<file path="src/rtl/simple_uart.sv">
// rtl/simple_uart.sv - memory-mapped 8N1 UART with programmable bit divider
// Single clock domain; bus stalls on reg_dat_wait while the transmitter is busy.
module simple_uart #(
  parameter logic [31:0] DEFAULT_DIV = 32'd1
) (
  input  logic        clk,
  input  logic        resetn,
  output logic        ser_tx,
  input  logic        ser_rx,
  input  logic [3:0]  reg_div_we,
  input  logic [31:0] reg_div_di,
  output logic [31:0] reg_div_do,
  input  logic        reg_dat_we,
  input  logic        reg_dat_re,
  input  logic [31:0] reg_dat_di,
  output logic [31:0] reg_dat_do,
  output logic        reg_dat_wait
);

  typedef enum logic [3:0] {
    RX_IDLE  = 4'd0,
    RX_START = 4'd1,
    RX_D0    = 4'd2,
    RX_D1    = 4'd3,
    RX_D2    = 4'd4,
    RX_D3    = 4'd5,
    RX_D4    = 4'd6,
    RX_D5    = 4'd7,
    RX_D6    = 4'd8,
    RX_D7    = 4'd9,
    RX_STOP  = 4'd10
  } rx_state_e;

  logic [31:0] cfg_divider_q, cfg_divider_d;

  logic [9:0]  send_pattern_q, send_pattern_d;
  logic [3:0]  send_bitcnt_q, send_bitcnt_d;
  logic [31:0] send_divcnt_q, send_divcnt_d;
  logic        send_dummy_q, send_dummy_d;

  rx_state_e   recv_state_q, recv_state_d;
  logic [31:0] recv_divcnt_q, recv_divcnt_d;
  logic [7:0]  recv_pattern_q, recv_pattern_d;
  logic [7:0]  recv_buf_data_q, recv_buf_data_d;
  logic        recv_buf_valid_q, recv_buf_valid_d;

  logic        unused_dat_hi;
  assign unused_dat_hi = ^reg_dat_di[31:8];

  assign ser_tx       = send_pattern_q[0];
  assign reg_div_do   = cfg_divider_q;
  assign reg_dat_do   = recv_buf_valid_q ? {24'd0, recv_buf_data_q} : 32'hFFFF_FFFF;
  assign reg_dat_wait = reg_dat_we && ((send_bitcnt_q != 4'd0) || send_dummy_q);

  always_comb begin
    cfg_divider_d = cfg_divider_q;
    for (int i = 0; i < 4; i++) begin
      if (reg_div_we[i]) cfg_divider_d[8*i +: 8] = reg_div_di[8*i +: 8];
    end
  end

  always_comb begin
    send_pattern_d = send_pattern_q;
    send_bitcnt_d  = send_bitcnt_q;
    send_divcnt_d  = send_divcnt_q + 32'd1;
    send_dummy_d   = send_dummy_q;
    // A divider change re-settles the line, but an in-progress settle start wins.
    if (|reg_div_we) send_dummy_d = 1'b1;

    if (send_dummy_q && (send_bitcnt_q == 4'd0)) begin
      send_pattern_d = '1;
      send_bitcnt_d  = 4'd15;
      send_divcnt_d  = 32'd0;
      send_dummy_d   = 1'b0;
    end else if (reg_dat_we && (send_bitcnt_q == 4'd0)) begin
      send_pattern_d = {1'b1, reg_dat_di[7:0], 1'b0};
      send_bitcnt_d  = 4'd10;
      send_divcnt_d  = 32'd0;
    end else if ((send_divcnt_q > cfg_divider_q) && (send_bitcnt_q != 4'd0)) begin
      send_pattern_d = {1'b1, send_pattern_q[9:1]};
      send_bitcnt_d  = send_bitcnt_q - 4'd1;
      send_divcnt_d  = 32'd0;
    end
  end

  always_comb begin
    recv_state_d     = recv_state_q;
    recv_divcnt_d    = recv_divcnt_q + 32'd1;
    recv_pattern_d   = recv_pattern_q;
    recv_buf_data_d  = recv_buf_data_q;
    recv_buf_valid_d = reg_dat_re ? 1'b0 : recv_buf_valid_q;

    case (recv_state_q)
      RX_IDLE: begin
        recv_divcnt_d = 32'd0;
        if (!ser_rx) recv_state_d = RX_START;
      end
      RX_START: begin
        // Half a bit period lands the data samples mid-bit.
        if ({recv_divcnt_q, 1'b0} > {1'b0, cfg_divider_q}) begin
          recv_state_d  = RX_D0;
          recv_divcnt_d = 32'd0;
        end
      end
      RX_STOP: begin
        if (recv_divcnt_q > cfg_divider_q) begin
          recv_buf_data_d  = recv_pattern_q;
          recv_buf_valid_d = 1'b1;
          recv_state_d     = RX_IDLE;
        end
      end
      default: begin
        if (recv_divcnt_q > cfg_divider_q) begin
          recv_pattern_d = {ser_rx, recv_pattern_q[7:1]};
          recv_state_d   = rx_state_e'(recv_state_q + 4'd1);
          recv_divcnt_d  = 32'd0;
        end
      end
    endcase
  end

  always_ff @(posedge clk) begin
    if (!resetn) begin
      cfg_divider_q    <= DEFAULT_DIV;
      send_pattern_q   <= '1;
      send_bitcnt_q    <= 4'd0;
      send_divcnt_q    <= 32'd0;
      send_dummy_q     <= 1'b1;
      recv_state_q     <= RX_IDLE;
      recv_divcnt_q    <= 32'd0;
      recv_pattern_q   <= 8'd0;
      recv_buf_data_q  <= 8'd0;
      recv_buf_valid_q <= 1'b0;
    end else begin
      cfg_divider_q    <= cfg_divider_d;
      send_pattern_q   <= send_pattern_d;
      send_bitcnt_q    <= send_bitcnt_d;
      send_divcnt_q    <= send_divcnt_d;
      send_dummy_q     <= send_dummy_d;
      recv_state_q     <= recv_state_d;
      recv_divcnt_q    <= recv_divcnt_d;
      recv_pattern_q   <= recv_pattern_d;
      recv_buf_data_q  <= recv_buf_data_d;
      recv_buf_valid_q <= recv_buf_valid_d;
    end
  end

endmodule

</file>
<file path="config.mk">
export PLATFORM = sky130hd
export DESIGN_NAME = simple_uart
export DESIGN_NICKNAME = d
export VERILOG_FILES = /design/src/rtl/simple_uart.sv
export SDC_FILE = /design/constraint.sdc
export NUM_CORES = 1
export LEC_CHECK = 0
export ABC_AREA = 1
export CAP_MARGIN = 20
export CORE_MARGIN = 1.5
export CORE_UTILIZATION = 45
export DETAILED_ROUTE_END_ITERATION = 16
export PLACE_DENSITY = 0.69
export SLEW_MARGIN = 20
export SYNTH_ARGS = -nofsm -noshare
export SYNTH_HDL_FRONTEND = slang
export SYNTH_SLANG_ARGS = --single-unit
export TNS_END_PERCENT = 1
</file>
<file path="constraint.sdc">
create_clock -name clk -period 2.24 [get_ports clk]
set_input_delay 0.224 -clock clk [delete_from_list [all_inputs] [get_ports clk]]
set_output_delay 0.224 -clock clk [all_outputs]
set_load 0.005 [all_outputs]
</file>
; ---- Word-level counts from Yosys, hierarchy flattened
; Index checks and enable logic that the tools add are counted.
[word_totals]
romBits = 0
ff_bits = 131
n_memories = 0
in_bits = 73
mem_bits_rw = 0
latch_bits = 0
word_cells = 65
[classes]
add_sub_neg = 4
eq_ne = 5
n_mul = 0
order_cmp = 3
div = 0
bitwise = 2
mux = 19
shifts = 0
reduce_logical = 19
[op_table]
columns = op, n
row1 = $mux 32, 3
row2 = $pmux 32 s3, 1
row3 = $add 32x1->32 const B, 2
row4 = $gt 32x32->1, 2
row5 = $gt 33x32->1, 1
row6 = $mux 4, 7
row7 = $mux 9, 2
row8 = $pmux 4 s3, 1
row9 = $logic_not 4->1, 2
row10 = $reduce_or 4->1, 2
row11 = $ne 2x2->1 const B, 3
row12 = $reduce_bool 3->1, 2
row13 = $mux 1, 5
row14 = $add 4x1->4 const B, 1
row15 = $eq 4x1->1 const B, 1
row16 = $eq 4x4->1 const B, 1
row17 = $logic_and 1x1->1, 4
row18 = $reduce_and 2->1, 2
row19 = $reduce_and 4->1, 1
row20 = $reduce_bool 2->1, 2
row21 = $reduce_bool 4->1, 1
row22 = $sub 4x1->4 const B, 1
row23 = $reduce_or 3->1, 1
row24 = $not 1->1, 2
row25 = 2 further kinds, 2

; ---- Longest topological paths before layout
[depth]
ltp_word = 5
depth_mapped = 20
depth_no_buf = 19

; ---- Least setup slack after synthesis
; Ideal clock, no wire load.
[synth_path]
path_kind = flip-flop to flip-flop
from = reg cfg_divider_q[31], in the netlist reg_div_do[31]
to = reg recv_buf_data_q[6]
required_time_ps = 2126
period_less_slack_ps = 2025
setup_slack_ps = 215
path_stages_with_launch = 14
path_buffers = 2
arrival_ps = 1911
path_cell_list = dfxtp_1 -> inv_1 -> ha_1 -> nand2_2 -> nor3_2 -> and3_1 -> nand2_1 -> nand2_1 -> nand2_2 -> or2_1 -> buf_6 -> buf_6 -> nor2_1 -> nor2_2
[synth_via]
elab_chain_cells = 2
[synth_lines]
columns = element, line_no
row1 = from (decl), 34  ; logic [31:0] cfg_divider_q, cfg_divider_d;
row2 = from (signal assigned), 135  ; cfg_divider_q <= cfg_divider_d;
row3 = $gt 32x32->1, 106  ; if (recv_divcnt_q > cfg_divider_q) begin
row4 = $reduce_and 2->1 (no line), n/a
row5 = to (signal assigned), 143  ; recv_buf_data_q <= recv_buf_data_d;
row6 = to (decl), 44  ; logic [7:0] recv_buf_data_q, recv_buf_data_d;
; No other way between the ends.
; A chain may end at the register's enable or synchronous reset.

; ---- Worst setup path in the final report
[layout_path]
from = reg cfg_divider_q[24], in the netlist reg_div_do[24]
to = reg recv_divcnt_q[7]
[layout_via]
elab_chain_cells = 3
[layout_lines]
columns = element, line_no
row1 = $gt 33x32->1 / $gt 32x32->1 (equally long branches), "100, 113"
row2 = $mux 32 (on tied branches), "100, 113"
row3 = $pmux 32 s3 *, 93  ; case (recv_state_q)
row4 = to (signal assigned), 141  ; recv_divcnt_q <= recv_divcnt_d;
row5 = to (decl), 42  ; logic [31:0] recv_divcnt_q, recv_divcnt_d;
; Mark *: on every way between the ends. The rest lies on a longest branch, timed or not.

==> flow_metrics.env <==
export IMPL_postCtsHoldBufs=0
export IMPL_worst_slew_pin_slew_ns=0.560
export IMPL_start_util_pct=46.1
export IMPL_crit_fanout=6
export IMPL_grtUsageMet3_pct=4.45
export IMPL_syn_area_um2=8340
export IMPL_hp_class="input port to register"
export IMPL_synth_top_area_cell="dfxtp_1"
export IMPL_gp_congestion=0.847
export IMPL_area_delta_synth_final_pct=29.3
export IMPL_portBuffers=114
export IMPL_crit_required_ns=2.55
export IMPL_n_fill_cell=1621
export IMPL_numCtsBuffers=17
export IMPL_first_global_vias=7108
export IMPL_status="finished, violations left"
export IMPL_finalCritPeriodShare_pct=99.7
export IMPL_violations="design-rule violations"
export IMPL_busiest_layer="met2"
export IMPL_core_area_um2=18100
export IMPL_nNetsFinal=1458
export IMPL_ys_top_cells_by_area="dfxtp_1, ha_1, nand2_1"
export IMPL_cp_start_kind="register"
export IMPL_arrival_ns=2.54
export IMPL_grtUsageMet2_pct=34.5
export IMPL_grtUsageMet1_pct=27.5
export IMPL_setup_slack_ns=0.00696
export IMPL_maxCapViolations=0
export IMPL_wirelength_mm=21.1
export IMPL_die_area_um2=19300
export IMPL_slew_headroom_pct=62.6
export IMPL_cts_root_buffer="clkbuf_16"
export IMPL_cts_sinks=131
export IMPL_synth_nets=1320
export IMPL_synth_yosys_seq_area_share_pct=31.5
export IMPL_htreeDepth=4
export IMPL_drtAntennaViolNets=0
export IMPL_hpwlAfterDp_mm=15.4
export IMPL_grt_usage_pct=20.9
export IMPL_clk_latency_ns=0.43
export IMPL_grt_pass1_wl_mm=32.9
export IMPL_wl_per_cell_um=13.9
export IMPL_finalHoldViolCount=0
export IMPL_peakVddDrop_mv=0.475
export IMPL_fin_util_pct=59.6
export IMPL_io_pins=139
export IMPL_synth_seq_cells=131
export IMPL_fp_dieW_um=139
export IMPL_row_count=49
export IMPL_antenna_found_initial=0
export IMPL_cts_tree="yes"
export IMPL_drive_gt1_share_pct=14.6
export IMPL_drc_errors=6
export IMPL_die_h_um=139
export IMPL_path_class="register to register"
export IMPL_syn_avg_cell_area_um2=7.28
export IMPL_max_freq_mhz=448
export IMPL_slew_violations=0
export IMPL_setup_violations=0
export IMPL_first_pass_iters=11
export IMPL_place_ws_ns=-0.0124
export IMPL_clk_pin_slew_ns=0.06
export IMPL_yosysTopAreaCellShare_pct=31.5
export IMPL_power_leakage_uw=0.00474
export IMPL_overflow=0
export IMPL_rsz0062_at_grt="true"
export IMPL_pwr_density_cell_nw_per_um2=681
export IMPL_via_count=7718
export IMPL_grt_start_max_net_pins=33
export IMPL_num_antenna_cells=0
export IMPL_vias_per_cell=5.07
export IMPL_period_needed_ns=2.23
export IMPL_syn_inst=1145
export IMPL_clock_skew_ns=0.0111
export IMPL_ys_types=42
export IMPL_cts_buffer_depth=2
export IMPL_drt_iter0_markers=417
export IMPL_cp_end_kind="register"
export IMPL_yosys_warnings=0
[sequential cells by signal (all words and copies together), names as in the netlist]
name / count
recv_buf_valid_q: 1
send_dummy_q: 1
recv_buf_data_q: 8
send_bitcnt_q: 4
recv_state_q: 4
recv_pattern_q: 8
send_pattern_q: 9
send_divcnt_q: 32
recv_divcnt_q: 32
reg_div_do: 32
[cells in the final DEF (no fill, tap or decap), types with 19 or more instances in the layout]
master,synthesis,routed
a21oi_1,90,87
buf_4,23,37
clkbuf_16,0,21
clkdlybuf4s50_1,0,113
dfxtp_1,131,116
ha_1,102,95
inv_1,127,108
nand2_1,210,202
nand3_1,46,45
nand4_1,22,22
nor2_1,161,151
nor3_1,20,19
o21ai_0,59,56
xor2_1,37,37
[metrics by stage]
stage	area [µm²]	setup TNS (ns)	hold slack, ns	cells	total power, µW
after floorplan	8340	0	0.346	1145	3800
after global placement	9810	0	0.440	1480	4350
after detailed placement	9810	-0.0453	0.449	1480	4400
after CTS	10400	-0.0122	0.128	1509	7040
after global routing	10800	-3.05	0.153	1522	7770
final	10800	0	0.145	1522	7340
[cells in the mapped netlist, drive strengths merged]
master	instances
a21boi	1
a21o	2
a21oi	91
a31oi	1
and2	1
and3	3
buf	34
clkbuf	11
clkinv	2
dfxtp	131
ha	102
inv	131
nand2	223
nand3	49
nand3b	1
nand4	22
nor2	171
nor3	28
nor4	7
o211ai	7
o21a	5
o21ai	59
o21bai	1
o22ai	1
or2	8
xnor2	16
xor2	37
[worst max-delay path: stages (launching register included)]
cell and delay (ns):
dfxtp_2 0.35, inv_4 0.05, ha_4 0.25, nand4_1 0.15
nor3_4 0.26, and3_4 0.22, nand2_2 0.06, nand2_2 0.07
nand2_4 0.09, nor2_4 0.16, clkinv_4 0.10, nand3_4 0.13
clkbuf_16 0.17, nor2_1 0.04
[area by class of cell]
| cell class | instances | area, µm² | area share [%] |
|---|---|---|---|
| Clock buffer | 24 | 492 | 4.56 |
| Multi-Input combinational cell | 838 | 5150 | 47.8 |
| Clock inverter | 5 | 52.6 | 0.488 |
| Sequential cell | 131 | 2640 | 24.5 |
| Tap cell | 229 | 287 | 2.66 |
| Inverter | 133 | 519 | 4.82 |
| Timing Repair Buffer | 162 | 1630 | 15.1 |
[cells by family (layout without fill, tap and decap cells)]
kind of cell | after synthesis | count (layout) | synth area share, %
AOI/OAI and AO/OA | 168 | 168 | 10.6
DFF | 131 | 131 | 31.5
xor gates and xnor gates | 53 | 53 | 5.57
and+or+nand+nor | 513 | 515 | 27.7
buffers and inverters | 178 | 324 | 9.35
adders and majority gates | 102 | 102 | 15.3
[where the power goes]
part	internal [µW]	leakage [µW]	total, µW	switching (µW)
Clock	1620	0.000268	2610	995
Sequential	2510	0.00107	2650	134
Combinational	901	0.00340	2080	1180
Total	5030	0.00474	7340	2310
[final timing paths]
path                                         from            endpoint  slack [ns]  depth (start not counted)
worst min register to register  send_pattern_q[0]   send_pattern_q[0]        0.46                          2
worst min-delay path                       resetn  recv_buf_data_q[5]        0.15                          3
worst max-delay path               reg_div_do[24]    recv_divcnt_q[7]       0.007                         13
worst max register to register     reg_div_do[24]    recv_divcnt_q[7]       0.007                         13
[routing by layer]
metal | up-vias | wire length [µm]
met5 | - | 0
met4 | 0 | 353
met3 | 26 | 825
met2 | 159 | 9880
met1 | 3531 | 10000
li1 | 4002 | -
[repair_timing]
item	in CTS	in global routing
resized for setup	2	84
pin swaps	0	16
endpoints found under the hold margin	0	0
endpoints found under the setup margin	6	120
buffers inserted	0	6
cloned	0	8
Power figures use the tool's default switching activity.
